`config.mk`:
```
export PLATFORM = sky130hd
export DESIGN_NAME = seq_booth_mult
export DESIGN_NICKNAME = d
export VERILOG_FILES = /design/src/rtl/seq_booth_mult_pkg.sv /design/src/rtl/seq_booth_mult_booth_step.sv /design/src/rtl/seq_booth_mult.sv
export SDC_FILE = /design/constraint.sdc
export NUM_CORES = 1
export LEC_CHECK = 0
export BUFFER_PORTS_ARGS = -buffer_cell sky130_fd_sc_hd__buf_2
export CORE_MARGIN = 4
export CORE_UTILIZATION = 35
export CTS_BUF_LIST = sky130_fd_sc_hd__clkbuf_8 sky130_fd_sc_hd__clkbuf_16
export DETAILED_ROUTE_END_ITERATION = 7
export GPL_ROUTABILITY_DRIVEN = 0
export HOLD_SLACK_MARGIN = 0.08
export PLACE_DENSITY = 0.58
export SYNTH_ARGS = -nofsm -noshare
export SYNTH_HDL_FRONTEND = slang
export SYNTH_SLANG_ARGS = --single-unit
```
`constraint.sdc`:
```
create_clock -name clk -period 3.15 [get_ports clk]
set_input_delay 0.315 -clock clk [delete_from_list [all_inputs] [get_ports clk]]
set_output_delay 0.315 -clock clk [all_outputs]
set_load 0.1 [all_outputs]
```
`src/rtl/seq_booth_mult_pkg.sv`:
```
// Shared types and constants for the sequential Booth multiplier.
package mult_pkg;

    typedef enum logic [1:0] {
        IDLE = 2'd0,
        BUSY = 2'd1,
        DONE = 2'd2
    } state_t;

    // {mq[0], q_1} recodings that touch the accumulator; 00/11 leave it alone
    localparam logic [1:0] BOOTH_ADD = 2'b01;
    localparam logic [1:0] BOOTH_SUB = 2'b10;

endpackage

```
`src/rtl/seq_booth_mult_booth_step.sv`:
```
// One radix-2 Booth iteration: conditional add/subtract of ext_a into acc,
// then arithmetic right shift of {acc, mq, q_1}.
module booth_step
    import mult_pkg::*;
#(
    parameter int WIDTH = 8
) (
    input  logic [2*WIDTH+2:0] cur,
    input  logic [WIDTH:0]     ext_a,
    output logic [2*WIDTH+2:0] nxt
);

    logic [WIDTH:0] acc;
    logic [WIDTH:0] mq;
    logic           q_1;
    logic [WIDTH:0] sum;

    assign acc = cur[2*WIDTH+2:WIDTH+2];
    assign mq  = cur[WIDTH+1:1];
    assign q_1 = cur[0];

    always_comb begin
        sum = acc;
        case ({mq[0], q_1})
            BOOTH_ADD: sum = acc + ext_a;
            BOOTH_SUB: sum = acc - ext_a;
            default:   sum = acc;
        endcase
    end

    // Shifting {sum, mq, q_1} right drops q_1; mq[0] becomes the new q_1.
    assign nxt = {sum[WIDTH], sum, mq};

endmodule

```
`src/rtl/seq_booth_mult.sv`:
```
// Sequential radix-2 Booth multiplier, signed or unsigned per transaction,
// with ready/valid on both sides. One Booth step per cycle, WIDTH+1 steps.
//
// state | meaning
// IDLE  | waiting for in_valid; in_ready high
// BUSY  | one Booth step per cycle, cnt counts 0..WIDTH
// DONE  | product on z with out_valid high until out_ready
module seq_booth_mult
    import mult_pkg::*;
#(
    parameter int WIDTH = 8
) (
    input  logic               clk,
    input  logic               rst,
    input  logic               in_valid,
    output logic               in_ready,
    input  logic [WIDTH-1:0]   a,
    input  logic [WIDTH-1:0]   b,
    input  logic               is_signed,
    output logic               out_valid,
    input  logic               out_ready,
    output logic [2*WIDTH-1:0] z
);

    localparam int CW = $clog2(WIDTH + 1);
    localparam int RW = 2 * WIDTH + 3;
    localparam logic [CW-1:0] CNT_LAST = CW'(WIDTH);

    state_t          state;
    state_t          state_nxt;
    logic [RW-1:0]   work;
    logic [RW-1:0]   work_nxt;
    logic [CW-1:0]   cnt;
    logic [WIDTH:0]  ext_a;
    logic [WIDTH:0]  ext_a_in;
    logic [WIDTH:0]  ext_b_in;

    // One extra bit lets unsigned operands with MSB set run through the signed recoding.
    assign ext_a_in = is_signed ? {a[WIDTH-1], a} : {1'b0, a};
    assign ext_b_in = is_signed ? {b[WIDTH-1], b} : {1'b0, b};

    booth_step #(
        .WIDTH(WIDTH)
    ) u_step (
        .cur  (work),
        .ext_a(ext_a),
        .nxt  (work_nxt)
    );

    always_comb begin
        state_nxt = state;
        case (state)
            IDLE:    if (in_valid) state_nxt = BUSY;
            BUSY:    if (cnt == CNT_LAST) state_nxt = DONE;
            DONE:    if (out_ready) state_nxt = IDLE;
            default: state_nxt = IDLE;
        endcase
    end

    always_ff @(posedge clk) begin
        if (rst) begin
            state <= IDLE;
            work  <= '0;
            cnt   <= '0;
            ext_a <= '0;
        end else begin
            state <= state_nxt;
            case (state)
                IDLE: begin
                    if (in_valid) begin
                        ext_a <= ext_a_in;
                        work  <= {{(WIDTH + 1){1'b0}}, ext_b_in, 1'b0};
                        cnt   <= '0;
                    end
                end
                BUSY: begin
                    work <= work_nxt;
                    cnt  <= cnt + CW'(1);
                end
                default: ;
            endcase
        end
    end

    assign in_ready  = (state == IDLE);
    assign out_valid = (state == DONE);
    // Low 2*WIDTH bits of {acc, mq}; work is frozen outside BUSY so z holds in DONE.
    assign z         = work[2*WIDTH:1];

endmodule

```
* After elaboration in Yosys (flattened, before gate mapping)
Index checks and enable logic that the tools add are counted.
** Operators by class
- $add $sub $neg :: 3
- Equality and inequality tests :: 8
- Multiplexer cells :: 11
- Reductions and logical operators :: 5
** Operators by type and width (number)
- $pmux W19 S2 :: 1
- $mux W19 :: 1
- $mux W9 :: 2
- $pmux W9 S2 :: 1
- $add A9 B9 Y9 :: 1
- $sub A9 B9 Y9 :: 1
- $pmux W4 S2 :: 1
- $mux W2 :: 3
- $pmux W2 S3 :: 1
- $add A4 B1 Y4 const B :: 1
- $eq A2 B1 Y1 const B :: 2
- $eq A2 B2 Y1 const B :: 2
- $eq A4 B4 Y1 const B :: 1
- $mux W4 :: 1
- $ne A2 B2 Y1 const B :: 2
- $reduce_and A2 Y1 :: 2
- $reduce_and A3 Y1 :: 1
- $logic_not A2 Y1 :: 1
- $ne A2 B1 Y1 const B :: 1
- $reduce_bool A2 Y1 :: 1
** Word-level totals
- Register bits :: 34
- Bits of input ports :: 21
- Output and inout port bits :: 18
- Logic and storage cells :: 31

* Depth between registers and ports, before layout
Gate-level depths: netlist (run 1).
- Depth after elaboration :: 3
- Depth in mapped cells :: 12
- Mapped depth without buffers :: 12

* Cells and area by module
A second synthesis (run 1) with hierarchy kept.
** Second synthesis, totals
- Cells, all modules :: 291
- Area total of the unflattened synthesis :: 2337.2 um2
** By module, submodules not included
- seq_booth_mult :: times used 1, cells an instance 188, area each 1595.3 um2, seq. area each 680.7 um2
- booth_step :: times used 1, cells an instance 103, area each 742.0 um2, seq. area each 0.0 um2

* Worst setup path before layout (run 1)
Ideal clock, no wire load.
- Path type :: reg-to-reg
- Start :: register state[1]
- End :: register ext_a[8]
- Library setup time :: 70 ps
- Arrival :: 2513 ps
- Data required time :: 3080 ps
- Slack :: 567 ps
- Cell stages (with the launch flop) :: 7
- Path buffers :: 2
- Period minus slack after synthesis :: 2583 ps
- Path through :: dfxtp_1 -> nor2_1 -> and2_1 -> buf_2 -> buf_2 -> nand3_1 -> a21oi_1
** On the way
- Cells in the longest elaborated chain, start to end :: 2
** Ends and longest elaborated chain
- from (decl) :: RTL line seq_booth_mult.sv:29 : state_t state;
- from (signal assigned) :: RTL line seq_booth_mult.sv:67 : state <= state_nxt;
- $logic_not A2 Y1
- via in_ready :: RTL line seq_booth_mult.sv:16 : output logic in_ready,
- $reduce_and A2 Y1 (no line)
- to (signal assigned) :: RTL line seq_booth_mult.sv:71 : ext_a <= ext_a_in;
- to (decl) :: RTL line seq_booth_mult.sv:34 : logic [WIDTH:0] ext_a;
The timed path passes the listed nets, and every way through them passes these cells.
A chain may end at the register's enable or synchronous reset.

* Final worst setup path (run 1)
- Start :: register work[1]
- End :: register work[14]
** On the way
- Cells in the longest elaborated chain, start to end :: 3
- Elaborated cells between the ends (all ways) :: 4
- Those cells by class :: 2 x eq/ne; 2 x mux
** Ends and longest elaborated chain
- from (decl) :: RTL line seq_booth_mult.sv:31 : logic [RW-1:0] work;
- from (signal assigned) :: RTL line seq_booth_mult.sv:72 : work <= {{(WIDTH + 1){1'b0}}, ext_b_in, 1'b0};
- from (signal assigned) :: RTL line seq_booth_mult.sv:77 : work <= work_nxt;
- $eq A2 B2 Y1 / $eq A2 B1 Y1 (equally long branches) :: RTL line seq_booth_mult_booth_step.sv:24 : case ({mq[0], q_1})
- $pmux W9 S2 (*) :: RTL line seq_booth_mult_booth_step.sv:24
- $pmux W19 S2 (*) :: RTL line seq_booth_mult.sv:68 : case (state)
Every way passes the cells marked *; elsewhere a longest branch is shown, timed or not.

==> flow_summary.json, run 1 <==
{
  "status": "complete, no violations",
  "crit_type": "reg2reg",
  "synthXorXnorAreaFrac_pct": 5.07,
  "synthArstFlopShare_pct": 0,
  "finalCritPeriodShare_pct": 84.6,
  "crit_arrival_ns": 2.89,
  "critPathSlowestCell": "mux2_1",
  "synth.avg_cell_area_um2": 8.07,
  "first_global_vias": 1587,
  "holdWs_ns": 0.269,
  "hold_class": "in2reg",
  "start_util_pct": 36.7,
  "cts_root_buffer": "clkbuf_8",
  "cts_hold_repair.buffers": 0,
  "die_h_um": 85.0,
  "setup_viol": 0,
  "die_w_um": 85.0,
  "grt_pass1_wl_um": 7650,
  "cts_buffer_depth": 2,
  "ant_nets": 0,
  "clkLatencyLatePin_ns": 0.28,
  "htree_num_levels": 2,
  "dp_hpwl_um": 3190,
  "final_common_cell": "buf_2",
  "worst_path_largest_cell_delay_ns": 0.41,
  "io_buffers": 38,
  "area_growth_pct": 7.18,
  "yosys.area_share.simple_pct": 20.2,
  "critPathTopFamily": "compound AO/OA/AOI/OAI gates",
  "skew_ns": 0.00653,
  "die_area_um2": 7220,
  "synth.area.mux_share_pct": 1.51,
  "fmax_mhz": 375,
  "cts.repair.resized": 0,
  "antenna_found_initial": 0,
  "final_cell_mix": "buf_2, nand2_1, dfxtp_1",
  "synth_top_family_by_area": "simple AND/OR/NAND/NOR gates",
  "drt_wl_total_um": 4410,
  "slew_headroom_pct": 44.1,
  "rsz0062_at_grt": "false",
  "yosysUniqueCellTypes": 47,
  "crit_cells": 10,
  "synth_area_um2": 2070,
  "clkSlewWorstSetupHoldPaths_ns": 0.07,
  "cp_cell_sequence": "ha_1 -> mux2_1 -> inv_1 -> ha_1 -> nor2b_1 -> o31a_1 -> o21a_1 -> o21a_1 -> o311ai_1 -> o211a_1",
  "synth_top_area_cell": "dfxtp_1",
  "drt_pre_antenna_iters": 4,
  "num_io_pins": 39,
  "yosys.area_share.adder_pct": 8.21,
  "track_usage_pct": 13.0,
  "final_cells": 345,
  "leakage_nw": 0.918,
  "nFillCells": 618,
  "synth_area_leaders": "dfxtp_1, a21oi_1, ha_1",
  "cts_made_buffers": 5,
  "ys_warn_count": 0,
  "required_ns": 3.38,
  "dp.cells": 338,
  "hold_depth": 3,
  "powerDensity_nw_per_um2": 550,
  "syn_nets": 291,
  "reg2regPathDepth": 10,
  "peakVddDrop_uv": 217,
  "wl_per_cell_um": 12.8,
  "crit_fanout": 8,
  "antennaDiodeCount": 0,
  "final_layout_size_suffix_gt1_share_pct": 18.3,
  "fin_util_pct": 39.4,
  "path_buf_inv": 1,
  "drt_iter0_markers": 99,
  "hold_viol": 0,
  "crit_path_end_kind": "register",
  "post-route-drc-count": 0,
  "core_area_um2": 5640,
  "final_nets": 307,
  "max_cap_viol_count": 0,
  "fin_setup_tns_ns": 0,
  "via_per_inst": 5.00,
  "clock_sinks": 33,
  "post-route-min-period_ns": 2.67,
  "synthCells": 257,
  "num_vias": 1726,
  "grt_start_max_net_pins": 35,
  "synth_compound_area_share_pct": 20.1,
  "critPathLaunchType": "register",
  "synth-edff-count": 0,
  "post-cts-setup-buffer-count": 0,
  "power_mw": 1.22,
  "overflow": 0,
  "synth_ff_type": "dfxtp_1",
  "synth_top_cell_area_share_pct": 31.9,
  "slew_viol_final": 0,
  "seq_area_frac_synth_pct": 31.9,
  "cts_tree": "built",
  "rows": 27,
  "ys_seq_elements": 33,
  "worst_pin_slew_ns": 0.837
}
-- cell type report --
cell class | count | area, um2 | share of cell area, %
multi-input combinational | 184 | 1140 | 51.4
sequential | 33 | 661 | 29.7
timing repair buffer | 40 | 205 | 9.23
tap | 72 | 90.1 | 4.05
clock buffer | 6 | 82.6 | 3.72
inverter | 9 | 33.8 | 1.52
clock inverter | 1 | 7.51 | 0.338
-- registers in the layout, indices dropped and copies added (netlist names) --
signal and flops:
work 18, ext_a 9, cnt 4, state 2
-- cell usage after synthesis, types with 2 or more instances --
cell / count
o211ai_1: 2
nor2_1: 23
buf_4: 17
a311oi_1: 2
o21a_1: 6
clkbuf_1: 4
nor3_1: 7
nand3_1: 7
nor4_1: 3
xnor2_1: 10
xor2_1: 2
nand2_1: 37
ha_1: 12
a211oi_1: 3
dfxtp_1: 33
inv_1: 9
mux2i_1: 2
nor2b_1: 3
buf_6: 3
o21ai_0: 4
or3_1: 2
a22oi_1: 6
nand2b_1: 3
clkbuf_8: 3
buf_2: 3
a21oi_1: 30
-- where the power goes --
part	switching (mW)	internal, mW
logic	0.284	0.147
registers	0.0243	0.442
clock network	0.154	0.173
-- per-layer routing --
metal / wire, um / share of wire, % / global-route usage, % / vias to the layer above
met2: 1940 / 44 / 19.5 / 30
met1: 2280 / 52 / 18.1 / 788
met5: 0 / 0 / 0 / -
met4: 36 / 0.82 / 4.75 / 0
li1: - / - / - / 906
met3: 157 / 3.6 / 2.82 / 2
-- worst paths after layout --
check | to | from | slack [ns]
max | work[14]$_SDFFE_PP0P_ | work[1]$_SDFFE_PP0P_ | 0.48
min | ext_a[3]$_SDFFE_PP0P_ | a[3] | 0.27
max reg2reg | work[14]$_SDFFE_PP0P_ | work[1]$_SDFFE_PP0P_ | 0.48
min reg2reg | work[5]$_SDFFE_PP0P_ | work[5]$_SDFFE_PP0P_ | 0.47
-- cells by family (layout without fill, tap and decap cells) --
| group | count (synthesis) | after routing |
|---|---|---|
| buf+inv | 40 | 56 |
| simple gates | 92 | 92 |
| compound gates | 64 | 64 |
| xor+xnor | 12 | 12 |
| flops | 33 | 33 |
| mux | 3 | 3 |
| fa+ha+maj | 13 | 13 |
-- through the flow --
| stage | instance area, um2 | setup WS [ns] |
|---|---|---|
| finish | 2220 | 0.484 |
| global route | 2220 | 0.307 |
| CTS | 2220 | 0.473 |
| detailed placement | 2130 | 0.503 |
| global placement | 2130 | 0.580 |
| floorplan | 2070 | 0.567 |
-- worst min-delay path, cell delays in order --
cell and delay, ns:
buf_2 0.09, nand2_1 0.04, a21oi_1 0.05
(Power assumes the default switching activity.)
==> run 2, diff against run 1 <==
- ABC_AREA: unset -> 1
- PLACE_DENSITY: 0.58 -> 0.57
- clock period: 3.15 -> 2.6 ns (I/O delays scaled with it)
==> run 2 against run 1 <==
  * Core utilization rose by 0.51 points
  * Combinational power is 88% higher
  * Count of clock-buffer cells in the layout unchanged
  * Via count increased by 13%
  * Highest routed layer unchanged
  * Sequential share of layout area down 1.8 points
  * Critical path depth grew 5
  * Global-route usage increased by 1.9 points
  * First-iteration DRC count is 42% lower
  * Die area rose by 2.8%
  * Maximum frequency rose by 19%
  * Synthesized area increased by 3.1%
==> flow_summary.json, run 2 <==
{
  "multi_input_area_um2": 1130,
  "synth_ff_type": "dfxtp_1",
  "crit_fanout": 7,
  "die_h_um": 86.2,
  "skew_ns": 0.00345,
  "die_w_um": 86.2,
  "largestRegisters": "work: 18 flops, ext_a: 9 flops, cnt: 4 flops",
  "fmax_mhz": 447,
  "leakage_nw": 1.13,
  "reg2reg_setup_slack_ns": 0.36,
  "antenna_found_initial": 0,
  "dp_hpwl_um": 3820,
  "drt_pre_antenna_iters": 4,
  "r2r-end": "work[17]$_SDFFE_PP0P_",
  "clkLatencyLatePin_ns": 0.29,
  "synth.avg_cell_area_um2": 6.94,
  "cts.repair.resized": 0,
  "grt_start_max_net_pins": 21,
  "synth_top_area_cell": "dfxtp_1",
  "final_nets": 363,
  "post-route-min-period_ns": 2.24,
  "power_frac_comb_pct": 41.9,
  "final_cell_mix": "nand2_1, buf_2, inv_1",
  "yosysMostFrequentCell": "nand2_1",
  "seq_area_um2": 661,
  "largest_reg_flops": 18,
  "antennaDiodeCount": 0,
  "synth_area_leaders": "dfxtp_1, nand2_1, a21oi_1",
  "cts_made_buffers": 5,
  "drt_wl_total_um": 5100,
  "overflow": 0,
  "first_global_vias": 1925,
  "setup_viol": 0,
  "wl_per_cell_um": 12.6,
  "final_common_cell": "nand2_1",
  "via_per_inst": 4.81,
  "area_growth_pct": 10.5,
  "required_ns": 2.82,
  "crit_arrival_ns": 2.46,
  "p_sw_mw": 0.844,
  "synth_top_cell_area_share_pct": 30.9,
  "core_area_um2": 5920,
  "p_int_mw": 1.09,
  "max_cap_viol_count": 0,
  "clkSlewWorstSetupHoldPaths_ns": 0.08,
  "ys_seq_elements": 33,
  "io_buffers": 38,
  "sequentialPowerShare_pct": 30.9,
  "status": "complete, no violations",
  "cts_tree": "built",
  "fin_setup_tns_ns": 0,
  "crit_path_end_kind": "register",
  "powerDensity_nw_per_um2": 817,
  "worst_pin_slew_ns": 0.487,
  "min_to": "ext_a[6]$_SDFFE_PP0P_",
  "hold_class": "in2reg",
  "drt_iter0_markers": 57,
  "min-delay-start": "a[6]",
  "yosysUniqueCellTypes": 28,
  "synth_area_um2": 2140,
  "die_area_um2": 7420,
  "peakVddDrop_uv": 392,
  "post-route-drc-count": 0,
  "track_usage_pct": 14.8,
  "critPathLaunchType": "register",
  "post-cts-setup-buffer-count": 0,
  "hold_depth": 3,
  "finalCritPeriodShare_pct": 86.1,
  "crit_type": "reg2reg",
  "ys_top_cells_by_count": "nand2_1, inv_1, a21oi_1",
  "hold_viol": 0,
  "final_layout_size_suffix_gt1_share_pct": 17.9,
  "htree_num_levels": 2,
  "clock_sinks": 33,
  "power_frac_clock_pct": 27.2,
  "synthCells": 308,
  "synth-edff-count": 0,
  "syn_nets": 342,
  "ys_warn_count": 0,
  "ant_nets": 0,
  "power_mw": 1.93,
  "grt_pass1_wl_um": 8800,
  "seq_area_frac_synth_pct": 30.9,
  "slew_headroom_pct": 67.5,
  "start_util_pct": 36.1,
  "cts_hold_repair.buffers": 0,
  "switching_share_pct": 43.7,
  "cts_buffer_depth": 2,
  "num_vias": 1948,
  "postLayoutCellArea_um2": 2360,
  "nFillCells": 640,
  "top_register": "work",
  "slew_viol_final": 0,
  "r2r_start": "work[1]$_SDFFE_PP0P_",
  "num_io_pins": 39,
  "rsz0062_at_grt": "false",
  "synthArstFlopShare_pct": 0,
  "cts_root_buffer": "clkbuf_8",
  "place_area_um2": 2240,
  "rows": 28,
  "reg2regPathDepth": 15
}
run 2: worst max-delay path, cell delays in order (launching register included):
cell	delay [ns]
dfxtp_1	0.38
ha_1	0.28
inv_1	0.11
nand2_1	0.09
xor2_1	0.15
inv_1	0.07
ha_1	0.36
nand2_1	0.09
nand2_1	0.06
inv_1	0.05
nand2_1	0.12
nand2_1	0.09
nand3_1	0.06
nand2_1	0.07
nand2_1	0.05
a21oi_1	0.13
run 2: cells by family (layout without fill, tap and decap cells):
family	after synthesis	after routing	share of synthesized area, %
simple gates	120	120	24.9
compound gates	69	69	17.3
fa+ha+maj	13	13	7.96
xor+xnor	7	7	2.87
buf+inv	66	88	16.0
flops	33	33	30.9
run 2: cell type report:
cell class | count | share of cell area, %
multi-input combinational | 209 | 48.0
sequential | 33 | 28.0
timing repair buffer | 38 | 8.05
inverter | 42 | 6.89
tap | 75 | 3.97
clock buffer | 6 | 3.50
clock inverter | 2 | 1.59
run 2: how the worst max path moves through the flow:
| stage | startpoint | slack [ns] | end |
|---|---|---|---|
| global route | work[1]$_SDFFE_PP0P_ | 0.07 | work[17]$_SDFFE_PP0P_ |
| finish | work[1]$_SDFFE_PP0P_ | 0.36 | work[17]$_SDFFE_PP0P_ |
| detailed placement | work[1]$_SDFFE_PP0P_ | 0.35 | work[17]$_SDFFE_PP0P_ |
| global placement | work[1]$_SDFFE_PP0P_ | 0.41 | work[17]$_SDFFE_PP0P_ |
| floorplan | work[1]$_SDFFE_PP0P_ | 0.63 | work[17]$_SDFFE_PP0P_ |
| CTS | work[1]$_SDFFE_PP0P_ | 0.33 | work[17]$_SDFFE_PP0P_ |
run 2: metrics by stage:
stage	cells	utilization [%]	hold slack (ns)	worst slack, ns
after global routing	405	39.9	0.227	0.0670
after global placement	397	37.9	0.453	0.408
after floorplan	308	-	0.403	0.626
after detailed placement	397	37.9	0.458	0.348
final	405	39.9	0.224	0.362
after CTS	405	39.9	0.220	0.331
run 2: layer usage:
layer | GRT usage (%) | part of all wire (%) | routed length [um] | vias up
li1 | - | - | - | 1037
met2 | 24.9 | 48 | 2450 | 36
met5 | 0 | 0 | 0 | -
met1 | 18.0 | 46 | 2340 | 869
met4 | 5.61 | 1.2 | 63 | 0
met3 | 3.84 | 4.8 | 247 | 6
run 2: power by group through the flow:
stage	combinational (mW)	sequential [mW]	clock, mW
2_1_floorplan	0.714	0.596	0
3_3_place_gp	0.807	0.608	0
3_5_place_dp	0.808	0.608	0
4_1_cts	0.811	0.596	0.538
5_1_grt	0.895	0.605	0.559
6_report	0.808	0.596	0.525
